===== config.mk =====
export PLATFORM = sky130hd
export DESIGN_NAME = dst_unload
export DESIGN_NICKNAME = d
export VERILOG_FILES = /design/src/rtl/tiny_dnn_buf_pkg.sv /design/src/rtl/unload_fifo.sv /design/src/rtl/dst_unload.sv
export SDC_FILE = /design/constraint.sdc
export NUM_CORES = 1
export LEC_CHECK = 0
export CORE_MARGIN = 3
export CORE_UTILIZATION = 53
export CTS_CLUSTER_SIZE = 30
export DETAILED_ROUTE_END_ITERATION = 8
export GPL_TIMING_DRIVEN = 0
export PLACE_DENSITY = 0.81
export SLEW_MARGIN = 0
export SYNTH_ARGS = -nofsm -noshare
export SYNTH_HDL_FRONTEND = slang
export SYNTH_SLANG_ARGS = --single-unit

===== constraint.sdc =====
create_clock -name clk -period 3.49 [get_ports clk]
set_clock_uncertainty 0.2 [all_clocks]
set_input_delay 0.698 -clock clk [delete_from_list [all_inputs] [get_ports clk]]
set_output_delay 0.698 -clock clk [all_outputs]
set_load 0.01 [all_outputs]

===== src/rtl/tiny_dnn_buf_pkg.sv =====
// Shared definitions for the result-buffer blocks: default widths and the
// unload sequencer state encoding.
package tiny_dnn_buf_pkg;

  localparam int ADDR_W = 12;
  localparam int DATA_W = 32;

  typedef enum logic [1:0] {
    IDLE  = 2'd0,
    RUN   = 2'd1,
    FLUSH = 2'd2
  } unload_state_e;

endpackage


===== src/rtl/unload_fifo.sv =====
// Two-entry {last, data} FIFO. A word pushed into an empty FIFO is visible at
// the head in the same cycle, so buffer read data reaches the stream without an extra stage.
module unload_fifo #(
  parameter int DATA_W = 32
) (
  input  logic              clk,
  input  logic              rst_n,
  input  logic              i_push,
  input  logic              i_push_last,
  input  logic [DATA_W-1:0] i_push_data,
  input  logic              i_pop,
  output logic              o_full,
  output logic              o_half,
  output logic              o_empty,
  output logic              o_head_last,
  output logic [DATA_W-1:0] o_head_data
);

  logic [DATA_W-1:0] r_data [2];
  logic [1:0]        r_last;
  logic              r_wr_ptr;
  logic              r_rd_ptr;
  logic [1:0]        r_count;

  logic w_bypass;
  logic w_store;
  logic w_remove;

  // a word arriving into an empty FIFO and popped at once is never stored
  assign w_bypass = (r_count == 2'd0) && i_push;
  assign w_store  = i_push && !(w_bypass && i_pop);
  assign w_remove = i_pop && !w_bypass;

  always_ff @(posedge clk or negedge rst_n) begin
    if (!rst_n) begin
      r_data[0] <= '0;
      r_data[1] <= '0;
      r_last    <= '0;
      r_wr_ptr  <= 1'b0;
      r_rd_ptr  <= 1'b0;
      r_count   <= 2'd0;
    end else begin
      if (w_store) begin
        r_data[r_wr_ptr] <= i_push_data;
        r_last[r_wr_ptr] <= i_push_last;
        r_wr_ptr         <= ~r_wr_ptr;
      end
      if (w_remove) begin
        r_rd_ptr <= ~r_rd_ptr;
      end
      r_count <= r_count + {1'b0, w_store} - {1'b0, w_remove};
    end
  end

  assign o_full      = (r_count == 2'd2);
  assign o_half      = (r_count == 2'd1);
  assign o_empty     = (r_count == 2'd0) && !i_push;
  assign o_head_data = w_bypass ? i_push_data : r_data[r_rd_ptr];
  assign o_head_last = w_bypass ? i_push_last : r_last[r_rd_ptr];

endmodule


===== src/rtl/dst_unload.sv =====
// Streams len words from the result buffer, starting at base, out on an
// m_valid/m_ready interface, keeping at most two words outstanding.
//
// state | meaning
// IDLE  | waiting for start
// RUN   | issuing buffer reads, throttled by FIFO space
// FLUSH | all reads issued; draining FIFO, done pulse when empty
module dst_unload #(
  parameter int ADDR_W = tiny_dnn_buf_pkg::ADDR_W,
  parameter int DATA_W = tiny_dnn_buf_pkg::DATA_W
) (
  input  logic              clk,
  input  logic              rst_n,
  input  logic              start,
  input  logic [ADDR_W-1:0] base,
  input  logic [ADDR_W:0]   len,
  output logic              busy,
  output logic              done,
  output logic              dst_v,
  output logic [ADDR_W-1:0] dst_a,
  input  logic [DATA_W-1:0] dst_d,
  output logic              m_valid,
  input  logic              m_ready,
  output logic [DATA_W-1:0] m_data,
  output logic              m_last
);

  import tiny_dnn_buf_pkg::*;

  localparam logic [ADDR_W:0]   ONE_WORD = 1;
  localparam logic [ADDR_W-1:0] ADDR_ONE = 1;

  unload_state_e     r_state;
  unload_state_e     w_state_nxt;
  logic [ADDR_W-1:0] r_addr;
  logic [ADDR_W:0]   r_rd_left;
  logic [ADDR_W:0]   r_tag_left;
  logic              r_inflight;
  logic              r_done;

  logic              w_full;
  logic              w_half;
  logic              w_empty;
  logic              w_head_last;
  logic [DATA_W-1:0] w_head_data;
  logic              w_pop;
  logic [2:0]        w_occ;
  logic              w_issue;
  logic              w_drained;
  logic              w_start_ok;
  logic              w_done_nxt;

  unload_fifo #(.DATA_W(DATA_W)) u_fifo (
    .clk         (clk),
    .rst_n       (rst_n),
    .i_push      (r_inflight),
    .i_push_last (r_tag_left == ONE_WORD),
    .i_push_data (dst_d),
    .i_pop       (w_pop),
    .o_full      (w_full),
    .o_half      (w_half),
    .o_empty     (w_empty),
    .o_head_last (w_head_last),
    .o_head_data (w_head_data)
  );

  assign w_pop = !w_empty && m_ready;
  // words held or on their way, after this cycle's pop
  assign w_occ      = {1'b0, w_full, w_half} + {2'b00, r_inflight} - {2'b00, w_pop};
  assign w_drained  = (w_occ == 3'd0);
  assign w_start_ok = start && !r_done;

  always_comb begin
    w_state_nxt = r_state;
    w_issue     = 1'b0;
    w_done_nxt  = 1'b0;
    case (r_state)
      IDLE: begin
        if (w_start_ok) begin
          w_state_nxt = (len == '0) ? FLUSH : RUN;
        end
      end
      RUN: begin
        w_issue = (w_occ < 3'd2);
        if (w_issue && (r_rd_left == ONE_WORD)) begin
          w_state_nxt = FLUSH;
        end
      end
      FLUSH: begin
        if (w_drained) begin
          w_state_nxt = IDLE;
          w_done_nxt  = 1'b1;
        end
      end
      default: w_state_nxt = IDLE;
    endcase
  end

  always_ff @(posedge clk or negedge rst_n) begin
    if (!rst_n) begin
      r_state    <= IDLE;
      r_addr     <= '0;
      r_rd_left  <= '0;
      r_tag_left <= '0;
      r_inflight <= 1'b0;
      r_done     <= 1'b0;
    end else begin
      r_state    <= w_state_nxt;
      r_inflight <= w_issue;
      r_done     <= w_done_nxt;
      if ((r_state == IDLE) && w_start_ok) begin
        r_addr     <= base;
        r_rd_left  <= len;
        r_tag_left <= len;
      end else begin
        if (w_issue) begin
          r_addr    <= r_addr + ADDR_ONE;
          r_rd_left <= r_rd_left - ONE_WORD;
        end
        // counts words as they land so the final one carries the last tag
        if (r_inflight) begin
          r_tag_left <= r_tag_left - ONE_WORD;
        end
      end
    end
  end

  assign busy    = (r_state != IDLE);
  assign done    = r_done;
  assign dst_v   = w_issue;
  assign dst_a   = r_addr;
  assign m_valid = !w_empty;
  assign m_data  = w_head_data;
  assign m_last  = !w_empty && w_head_last;

endmodule


==> summary.md, run 1 <==
| Metric | Value |
|---|---|
| Max H-tree Level | `3` |
| Register area share after synthesis | `0.477` |
| Initial antenna violation count | `0` |
| Vias/cell | `5.69` |
| Failing checks | `negative setup slack` |
| Dpl ws | `-1.07 ns` |
| Max VDD drop | `0.000468 V` |
| CP Capture Type | `output pin` |
| Fmax | `0.277 GHz` |
| Synthesized cell area | `0.00588 mm2` |
| Synth Net Count | `599` |
| DP Wirelength | `9900 um` |
| CTS sink cnt | `112` |
| DRT Wirelength | `13600 um` |
| Synthesized area per cell | `11.1 um2` |
| Vias in the first global route | `4680` |
| Buffers added on ports | `109` |
| Crit-path max FO | `4` |
| Largest net degree at the start of global routing | `77` |
| Nets | `724` |
| Asr flop ratio synth | `1.00` |
| Core ar. | `0.0106 mm2` |
| Filler cells | `779` |
| # IOs | `110` |
| Total grt overflow | `0` |
| Post-synth EDFFs | `0` |
| Clk_lat worst skew | `0.37 ns` |
| Synth top area cells | `dfrtp_1 (48%), mux2_2 (12%), mux2i_1 (5.8%)` |
| Max-cap violation count | `0` |
| Layout cells sized above 1 | `0.219` |
| Tightest Pin Transition | `0.689 ns` |
| P&R area growth vs syn | `26.2%` |
| Area leader, netlist | `dfrtp_1` |
| Hold-fix buffers at CTS | `0` |
| Global-route wire length before repair | `23000 um` |
| Die ar. | `0.0124 mm2` |
| CTS tree | `yes` |
| Post-route ant nets | `0` |
| Most used cell, CP | `buf_6` |
| HP Class | `in2async` |
| Final hold viol count | `0` |
| Sw Ratio | `0.384` |
| Starting Density | `0.557` |
| Comb pwr share | `0.561` |
| Share of the synthesized area in the top cell type | `0.477` |
| Clk pin slew, worst setup/hold paths | `0.11 ns` |
| Site Rows | `37` |
| Pwr dens | `980 mW/mm2` |
| Clk pwr share | `0.107` |
| Sw Pwr | `2.79 mW` |
| Syn Inst Count | `529` |
| Critical path data required time | `2.59 ns` |
| Via Count | `4518` |
| # DRC | `0` |
| Ant diodes | `0` |
| Worst-path cell chain | `and2b_1 -> o21ai_2 -> o31ai_2 -> ha_2 -> inv_2 -> fa_1 -> nand2b_1 -> mux2_4 -> or2_1 -> buf_6 -> clkinv_8 -> buf_6` |
| Arrival time of the worst setup path | `2.72 ns` |
| DRT iter0 DRCs | `276` |
| Register bit count reported by yosys | `112` |
| Final TNS setup | `-0.124 ns` |
| RSZ-0062 raised after global routing | `true` |
| Status | `finished, violations left` |
| Chip width | `111 um` |
| Final setup violation count | `1` |
| Static leakage | `3.07 nW` |
| Crit path time final | `3.61 ns` |
| Slew Viols, Final | `0` |
| Internal | `4.48 mW` |
| Final setup margin | `-0.124 ns` |
| Final Cycle Share | `1.04` |
| Ys Warns | `0` |
| CTS Buf Count | `9` |
| Synth Flop Type | `dfrtp_1` |
| Clk buf depth | `2` |
| Max_slew headroom | `0.539` |
| All-Layer GR Usage | `0.225` |
| Crit path largest cell delay | `0.50 ns` |
| Crit path max-delay cell type | `fa_1` |
| Synth unique cells | `62` |
| Worst Setup Path Type | `reg2out` |
| Final Wtd Congestion | `0.866` |
| Drt first pass iters | `4` |
| Sequential power share | `0.331` |
| Startpoint Class | `flip-flop` |
| Clk root buf | `clkbuf_8` |
| Die Height | `111 um` |
| Post-DR wirelength/cell | `17.2 um` |
## final timing paths
path / slack [ns] / depth (start not counted) / endpoint / start
worst max-delay path: -0.12 / 12 / dst_v / u_fifo.r_count[0]
worst min register to register: 0.30 / 2 / u_fifo.r_last[1] / u_fifo.r_last[1]
max in group asynchronous: 2.26 / 2 / u_fifo.r_data[62] / rst_n
min in group clk: 0.30 / 2 / u_fifo.r_last[1] / u_fifo.r_last[1]
worst min-delay path: 0.09 / 1 / dst_a[1] / rst_n
worst max register to register: 0.27 / 12 / dst_a[6] / u_fifo.r_count[0]
## area by class of cell
| type | instances | area (um2) | area share |
|---|---|---|---|
| clock buffer | 10 | 138 | 0.0185 |
| sequential | 112 | 2800 | 0.378 |
| timing repair buffer | 116 | 1160 | 0.156 |
| multi-input combinational | 375 | 2880 | 0.387 |
| tap | 136 | 170 | 0.0229 |
| clock inverter | 5 | 57.6 | 0.00776 |
| inverter | 12 | 57.6 | 0.00776 |
| buffer | 28 | 163 | 0.0219 |
## synth_stat cells, types with 9 or more instances
cell	instances
dfrtp_1	112
mux2_2	65
nand2_1	63
o21ai_0	52
mux2i_1	34
xnor2_1	14
nor2_1	13
clkbuf_1	12
inv_1	11
nor3_1	11
buf_2	9
nand3_1	9
xor2_1	9
## routing by layer
metal	vias up	GRT usage	share of wire
li1	2136	-	-
met1	2251	0.300	0.44
met2	118	0.388	0.50
met3	13	0.0293	0.045
met4	0	0.0649	0.012
met5	-	0	0
## stage by stage
step	hold WS (ns)	power [mW]	instance area [um2]	cells	util
floorplan	0.202	4.91	5880	529	-
global placement	0.265	6.29	7140	774	0.677
detailed placement	0.279	6.45	7170	775	0.679
CTS	0.100	7.29	7410	794	0.702
global route	0.121	7.79	7420	794	0.703
finish	0.0933	7.27	7420	794	0.703
## placed cells by master, fill, tap and decap left out, types with 3 or more instances in the layout
cell type        netlist  layout
nand3_1                9       9
clkdlybuf4s50_1        0     106
dfrtp_1              112     112
buf_2                  9      11
nand3_2                4       4
nor3b_1                4       4
xor2_1                 9       9
nor2b_1                6       6
a21oi_1                5       5
nor4_1                 6       6
or3_1                  3       3
o21ai_0               52      51
clkbuf_1              12       5
buf_4                  0       7
clkbuf_2               0       6
nand4_1                5       5
nor3_1                11      10
nor3b_2                3       3
mux2i_1               34      34
a221o_1                7       7
clkbuf_8               0      10
inv_1                 11      10
o211ai_2               8       8
clkinvlp_4             0       3
buf_6                  4       6
xnor2_1               14      14
mux2_2                65      65
and3_1                 5       5
nor2_1                13      13
ha_1                   8       7
nand2_1               63      63
o211ai_1               3       3
## worst max-delay path: cells and delay by family, from the launching register on
kind	cells	cell delay (ns)
adder cells (fa/ha/maj)	2	0.71
AND/OR/NAND/NOR	3	0.51
AO/OA/AOI/OAI	2	0.14
multiplexers	1	0.28
flip-flops	1	0.41
buffers and inverters	4	0.29
## flip-flops by register name, indices dropped and copies added, names as in the netlist, 2 cells and up
register	flops
dst_a	12
r_rd_left	13
r_state	2
r_tag_left	13
u_fifo.r_count	2
u_fifo.r_data	64
u_fifo.r_last	2
## logic make-up (layout without fill, tap and decap cells)
logic type               Yosys count  count (layout)  share of synthesized area
flip-flops                       112             112                      0.477
XOR/XNOR                          23              23                     0.0343
multiplexers                     100             100                      0.185
AND/OR/NAND/NOR                  148             148                      0.133
AO/OA/AOI/OAI                     95              95                      0.113
adder cells (fa/ha/maj)            9               9                     0.0204
buffers and inverters             42             171                     0.0374
## what timing repair did
| item | in CTS | in global routing |
|---|---|---|
| resized for setup | 23 | 6 |
| pin swaps | 3 | 2 |
| endpoints found under the setup margin | 33 | 34 |
| setup buffers | 6 | 0 |
## power groups by stage
stage / logic (mW) / clock network, mW / registers [mW]
final: 4.08 / 0.780 / 2.41
after global routing: 4.45 / 0.846 / 2.50
after CTS: 4.10 / 0.793 / 2.40
after detailed placement: 4.03 / 0 / 2.42
after global placement: 3.92 / 0 / 2.36
after floorplan: 2.58 / 0 / 2.33
(Power assumes the default switching activity.)
==> inputs of run 2 (changes only) <==
--- a/config.mk
+++ b/config.mk
@@ -6,11 +6,10 @@
 export NUM_CORES = 1
 export LEC_CHECK = 0
 export CORE_MARGIN = 3
-export CORE_UTILIZATION = 53
+export CORE_UTILIZATION = 35
 export CTS_CLUSTER_SIZE = 30
 export DETAILED_ROUTE_END_ITERATION = 8
 export GPL_TIMING_DRIVEN = 0
-export PLACE_DENSITY = 0.81
 export SLEW_MARGIN = 0
 export SYNTH_ARGS = -nofsm -noshare
 export SYNTH_HDL_FRONTEND = slang
==> summary.md, run 2 (synthesized netlist as in run 1, its figures left out) <==
| Metric | Value |
|---|---|
| Pwr dens | `982 mW/mm2 (+0.17%)` |
| HP Class | `in2async` |
| Initial antenna violation count | `0 (unchanged)` |
| Arrival time of the worst setup path | `2.67 ns (-0.05 ns)` |
| CP Capture Type | `output pin` |
| Biggest register | `u_fifo.r_data` |
| Clk buf depth | `2 (unchanged)` |
| Worst flop-to-flop path endpoint | `dst_a[6]` |
| Vias/cell | `5.09 (-10%)` |
| Via Count | `4457 (-1.4%)` |
| Clk root buf | `clkbuf_16` |
| DP Wirelength | `10200 um (+3.1%)` |
| Site Rows | `46 (+24%)` |
| Max FFs per register | `64 (unchanged)` |
| Final setup violation count | `1 (unchanged)` |
| Final hold viol count | `0 (unchanged)` |
| Crit path time final | `3.57 ns (-0.0418 ns)` |
| Clk pin slew, worst setup/hold paths | `0.08 ns (-0.03 ns)` |
| Max H-tree Level | `3 (unchanged)` |
| Post-DR wirelength/cell | `16.2 um (-5.4%)` |
| CTS tree | `yes` |
| Hold-fix buffers at CTS | `0 (unchanged)` |
| Die Height | `136 um (+22%)` |
| Final Cycle Share | `1.02 (-0.0120)` |
| Ant diodes | `0 (unchanged)` |
| Chip width | `136 um (+22%)` |
| # DRC | `0 (unchanged)` |
| Hold Slack | `0.0283 ns (-0.0650 ns)` |
| Max-cap violation count | `0 (unchanged)` |
| Buffers added on ports | `109 (unchanged)` |
| Nets | `724 (unchanged)` |
| Drt first pass iters | `4 (unchanged)` |
| Die ar. | `0.0184 mm2 (+48%)` |
| Final Core Density | `0.470 (-0.233)` |
| Max VDD drop | `0.000390 V (-17%)` |
| Clk_lat worst skew | `0.35 ns (-0.02 ns)` |
| Static leakage | `3.10 nW (+1.1%)` |
| Crit-path max FO | `4 (unchanged)` |
| Fmax | `0.280 GHz (+1.2%)` |
| Slew Viols, Final | `0 (unchanged)` |
| Reg2Reg Depth | `12 (unchanged)` |
| R2r setup slk | `0.31 ns (+0.04 ns)` |
| Most frequent cells in the layout | `dfrtp_1 (111), clkdlybuf4s50_1 (106), mux2_2 (65)` |
| Startpoint Class | `flip-flop` |
| CTS sink cnt | `112 (unchanged)` |
| RR Startpoint | `u_fifo.r_count[0]` |
| Final TNS setup | `-0.0818 ns (+0.0418 ns)` |
| Critical path data required time | `2.59 ns (about the same)` |
| Grt met1 use | `0.209 (-0.0902)` |
| Status | `finished, violations left` |
| Global-route wire length before repair | `23300 um (+1.6%)` |
| Layout cells sized above 1 | `0.217 (-0.00185)` |
| DRT Wirelength | `14200 um (+4.2%)` |
| Largest net degree at the start of global routing | `81 (+5.2%)` |
| Dpl ws | `-1.08 ns (-0.00206 ns)` |
| CTS Buf Count | `9 (unchanged)` |
| Biggest regs | `u_fifo.r_data x64, r_rd_left x13, r_tag_left x13` |
| # IOs | `110 (unchanged)` |
| All-Layer GR Usage | `0.158 (-0.0671)` |
| Most common cell after layout, fill and taps aside | `dfrtp_1` |
| Overall Power | `7.46 mW (+2.6%)` |
| Final setup margin | `-0.0818 ns (+0.0418 ns)` |
| GRT met2 Usage | `0.263 (-0.125)` |
| Gr busiest metal | `met2` |
| Worst Setup Path Type | `reg2out` |
| RSZ-0062 raised after global routing | `true` |
| DRT iter0 DRCs | `228 (-17%)` |
| P&R area growth vs syn | `29.3%` |
| Global routing met3 resource utilization | `0.0334 (+0.00408)` |
| Vias in the first global route | `4585 (-2.0%)` |
| Max_slew headroom | `0.515 (-0.0241)` |
| Tightest Pin Transition | `0.725 ns (+0.0360 ns)` |
| Final Wtd Congestion | `0.851 (-1.7%)` |
| Total grt overflow | `0 (unchanged)` |
| Starting Density | `0.364 (-0.194)` |
| Core ar. | `0.0162 mm2 (+53%)` |
| Post-route ant nets | `0 (unchanged)` |
| Failing checks | `negative setup slack` |
## run 2: worst max-delay path, stage by stage (launching register included)
cell,delay [ns]
dfrtp_1,0.41
and2b_1,0.22
o21ai_2,0.06
o31ai_2,0.06
ha_2,0.21
inv_2,0.03
fa_1,0.51
nand2b_1,0.06
mux2_4,0.27
or2_1,0.22
buf_6,0.13
clkinv_8,0.04
buf_6,0.09
## run 2: worst max-delay path by stage
stage | start | end | slack [ns] | depth (start not counted)
after floorplan | m_ready | dst_v | 0.15 | 10
after global placement | rst_n | u_fifo.r_data[30] | -2.84 | 1
after detailed placement | m_ready | dst_v | -1.08 | 13
after CTS | u_fifo.r_count[0] | dst_v | -0.11 | 12
after global routing | u_fifo.r_count[0] | dst_v | -0.20 | 12
final | u_fifo.r_count[0] | dst_v | -0.08 | 12
## run 2: cell type report
class	instances	area [um2]
Clock buffer	11	233
Fill cell	1487	8570
Tap cell	216	270
Multi-Input combinational cell	375	2870
Timing Repair Buffer	116	1160
Inverter	12	57.6
Clock inverter	5	41.3
Sequential cell	112	2800
Buffer	28	163
## run 2: routing by layer
metal,wire length [um],up-vias
met5,0,-
met1,6480,2182
met2,6760,125
met4,148,0
li1,-,2140
met3,804,10
## run 2: metrics by stage
| step | instance area (um2) | instances |
|---|---|---|
| after floorplan | 5880 | 529 |
| after global placement | 7240 | 854 |
| after detailed placement | 7270 | 855 |
| after CTS | 7600 | 875 |
| after global routing | 7600 | 875 |
| final | 7600 | 875 |
## run 2: power by group
part	internal, mW	leakage [nW]	switching, mW
combinational	2.20	1.63	1.90
clock	0.490	0.126	0.475
sequential	1.94	1.35	0.450
total	4.63	3.10	2.83
## run 2: timing repair
action                     in CTS  in global routing
pin swaps                       3                  2
gates resized for setup        27                  1
setup buffers                   6                  0
setup endpoints to repair      33                 33
==> inputs of run 3 (changes only) <==
--- a/config.mk
+++ b/config.mk
@@ -5,11 +5,14 @@
 export SDC_FILE = /design/constraint.sdc
 export NUM_CORES = 1
 export LEC_CHECK = 0
+export CELL_PAD_IN_SITES_DETAIL_PLACEMENT = 1
+export CELL_PAD_IN_SITES_GLOBAL_PLACEMENT = 1
 export CORE_MARGIN = 3
 export CORE_UTILIZATION = 35
 export CTS_CLUSTER_SIZE = 30
 export DETAILED_ROUTE_END_ITERATION = 8
 export GPL_TIMING_DRIVEN = 0
+export PLACE_DENSITY_LB_ADDON = 0.1
 export SLEW_MARGIN = 0
 export SYNTH_ARGS = -nofsm -noshare
 export SYNTH_HDL_FRONTEND = slang
==> summary.md, run 3 (synthesized netlist as in run 1, its figures left out) <==
| Metric | Value |
|---|---|
| Status | `finished, violations left` |
| Failing checks | `negative setup slack` |
| Buffers added on ports | `109 (unchanged)` |
| CTS Buf Count | `9 (unchanged)` |
| Drt first pass iters | `4 (unchanged)` |
| Clk root buf | `clkbuf_16` |
| Reg2Reg Depth | `12 (unchanged)` |
| Die ar. | `0.0184 mm2 (unchanged)` |
| Vias in the first global route | `4939 (+7.7%)` |
| Tightest Pin Transition | `0.819 ns (+0.0938 ns)` |
| CTS sink cnt | `112 (unchanged)` |
| Dpl cell area | `0.00727 mm2 (unchanged)` |
| Die Height | `136 um (unchanged)` |
| Crit path largest cell delay | `0.51 ns (about the same)` |
| Global-route wire length before repair | `25700 um (+9.9%)` |
| R2r setup slk | `0.23 ns (-0.08 ns)` |
| Largest net degree at the start of global routing | `83 (+2.5%)` |
| Max VDD drop | `0.000393 V (+0.66%)` |
| Final Wtd Congestion | `0.837 (-1.7%)` |
| Max H-tree Level | `3 (unchanged)` |
| Pwr dens | `1000 mW/mm2 (+2.0%)` |
| Worst Setup Path Type | `reg2out` |
| Total grt overflow | `0 (unchanged)` |
| Worst flop-to-flop path endpoint | `dst_a[5]` |
| HP Class | `in2async` |
| Nets | `727 (+0.41%)` |
| Arrival time of the worst setup path | `2.68 ns (about the same)` |
| Final setup margin | `-0.0837 ns (-0.00187 ns)` |
| Most used cell, CP | `buf_6` |
| Slew Viols, Final | `0 (unchanged)` |
| Via Count | `4588 (+2.9%)` |
| Fmax | `0.280 GHz (about the same)` |
| Overall Power | `7.65 mW (+2.5%)` |
| Crit path max-delay cell type | `fa_1` |
| # IOs | `110 (unchanged)` |
| Most frequent cells in the layout | `dfrtp_1 (111), clkdlybuf4s50_1 (106), mux2_2 (65)` |
| Vias/cell | `5.22 (+2.5%)` |
| Post-route ant nets | `0 (unchanged)` |
| Max_slew headroom | `0.452 (-0.0628)` |
| Critical path data required time | `2.59 ns (about the same)` |
| Worst-path cell chain | `and2b_1 -> o21ai_2 -> o31ai_2 -> ha_2 -> inv_2 -> fa_1 -> nand2_1 -> mux2_4 -> or2_1 -> buf_6 -> clkinv_8 -> buf_6` |
| Final setup violation count | `1 (unchanged)` |
| Startpoint Class | `flip-flop` |
| Chip width | `136 um (unchanged)` |
| All-Layer GR Usage | `0.178 (+0.0197)` |
| Clk buf depth | `2 (unchanged)` |
| Worst setup path startpoint | `u_fifo.r_count[0]` |
| CP Capture Type | `output pin` |
| Post-DR wirelength/cell | `18.3 um (+13%)` |
| P&R area growth vs syn | `29.8%` |
| Layout cells sized above 1 | `0.225 (+0.00808)` |
| Most common cell after layout, fill and taps aside | `dfrtp_1` |
| Clk_lat worst skew | `0.35 ns (about the same)` |
| Max-cap violation count | `0 (unchanged)` |
| Core ar. | `0.0162 mm2 (unchanged)` |
| RSZ-0062 raised after global routing | `true` |
| DRT Wirelength | `16100 um (+13%)` |
| Crit path time final | `3.57 ns (+0.00187 ns)` |
| Site Rows | `46 (unchanged)` |
| Final Cycle Share | `1.02 (about the same)` |
| Crit-path max FO | `3 (-1)` |
| Clk pin slew, worst setup/hold paths | `0.07 ns (about the same)` |
| Biggest regs | `u_fifo.r_data x64, r_rd_left x13, r_tag_left x13` |
| Initial antenna violation count | `1 (+1)` |
| Starting Density | `0.364 (unchanged)` |
| Max FFs per register | `64 (unchanged)` |
| RR Startpoint | `u_fifo.r_count[0]` |
| DRT iter0 DRCs | `178 (-22%)` |
| Biggest register | `u_fifo.r_data` |
| Final hold viol count | `0 (unchanged)` |
| Static leakage | `3.14 nW (+1.0%)` |
| Design area | `0.00763 mm2 (+0.43%)` |
| DP Wirelength | `11600 um (+13%)` |
| CTS tree | `yes` |
| # DRC | `0 (unchanged)` |
[run 3: cell types whose count changed in the layout (fill, tap and decap cells not counted), sizes merged]
cell	delta
buf	+5
diode	+1
clkbuf	-4
inv	+2
clkinvlp	-2
clkinv	+2
[run 3: metrics by stage]
step	hold WS, ns	TNS (ns)	setup WS (ns)	utilization	cells
CTS	0.0151	-0.116	-0.116	0.471	876
global route	0.0319	-0.189	-0.189	0.472	879
floorplan	0.202	0	0.152	-	529
finish	0.0138	-0.0837	-0.0837	0.472	879
global placement	0.265	-334.85	-2.95	0.448	854
detailed placement	0.275	-6.52	-1.09	0.450	855
[run 3: repair_timing]
item	4_1_cts	5_1_grt
resized for setup	27	5
endpoints found under the setup margin	35	33
setup buffers	7	2
hold buffers	0	0
pin swaps	3	2
[run 3: report_power, final]
group	internal, mW	switching, mW	leakage [nW]
logic	2.23	2.01	1.65
registers	1.94	0.472	1.35
clock network	0.493	0.501	0.142
[run 3: how the worst max path moves through the flow]
stage / slack, ns / to / depth (start not counted)
floorplan: 0.15 / dst_v / 10
global placement: -2.95 / u_fifo.r_data[56] / 1
detailed placement: -1.09 / dst_v / 13
CTS: -0.12 / dst_v / 10
global route: -0.19 / dst_v / 12
finish: -0.08 / dst_v / 12
[run 3: cell type report]
| type | count | area, um2 |
|---|---|---|
| fillers | 1759 | 8540 |
| multi-input cells | 375 | 2870 |
| flip-flops and latches | 112 | 2800 |
| repair buffers | 119 | 1180 |
| well taps | 216 | 270 |
| clock buffers | 9 | 225 |
| plain buffers | 28 | 165 |
| inverters | 12 | 57.6 |
| clock inverters | 7 | 52.6 |
| diodes | 1 | 2.50 |
[run 3: critical path, delay by kind of cell (launching register included)]
kind	cells	cell delay (ns)
adders and majority gates	2	0.72
and+or+nand+nor	3	0.50
DFF	1	0.40
buffers and inverters	4	0.31
muxes	1	0.27
AOI/OAI and AO/OA	2	0.13
[run 3: layer usage]
metal	track usage	vias to the layer above	routed length (um)
met1	0.239	2343	7270
met2	0.291	79	7840
met4	0.0638	0	317
met3	0.0282	19	633
met5	0	-	0
li1	-	2147	-
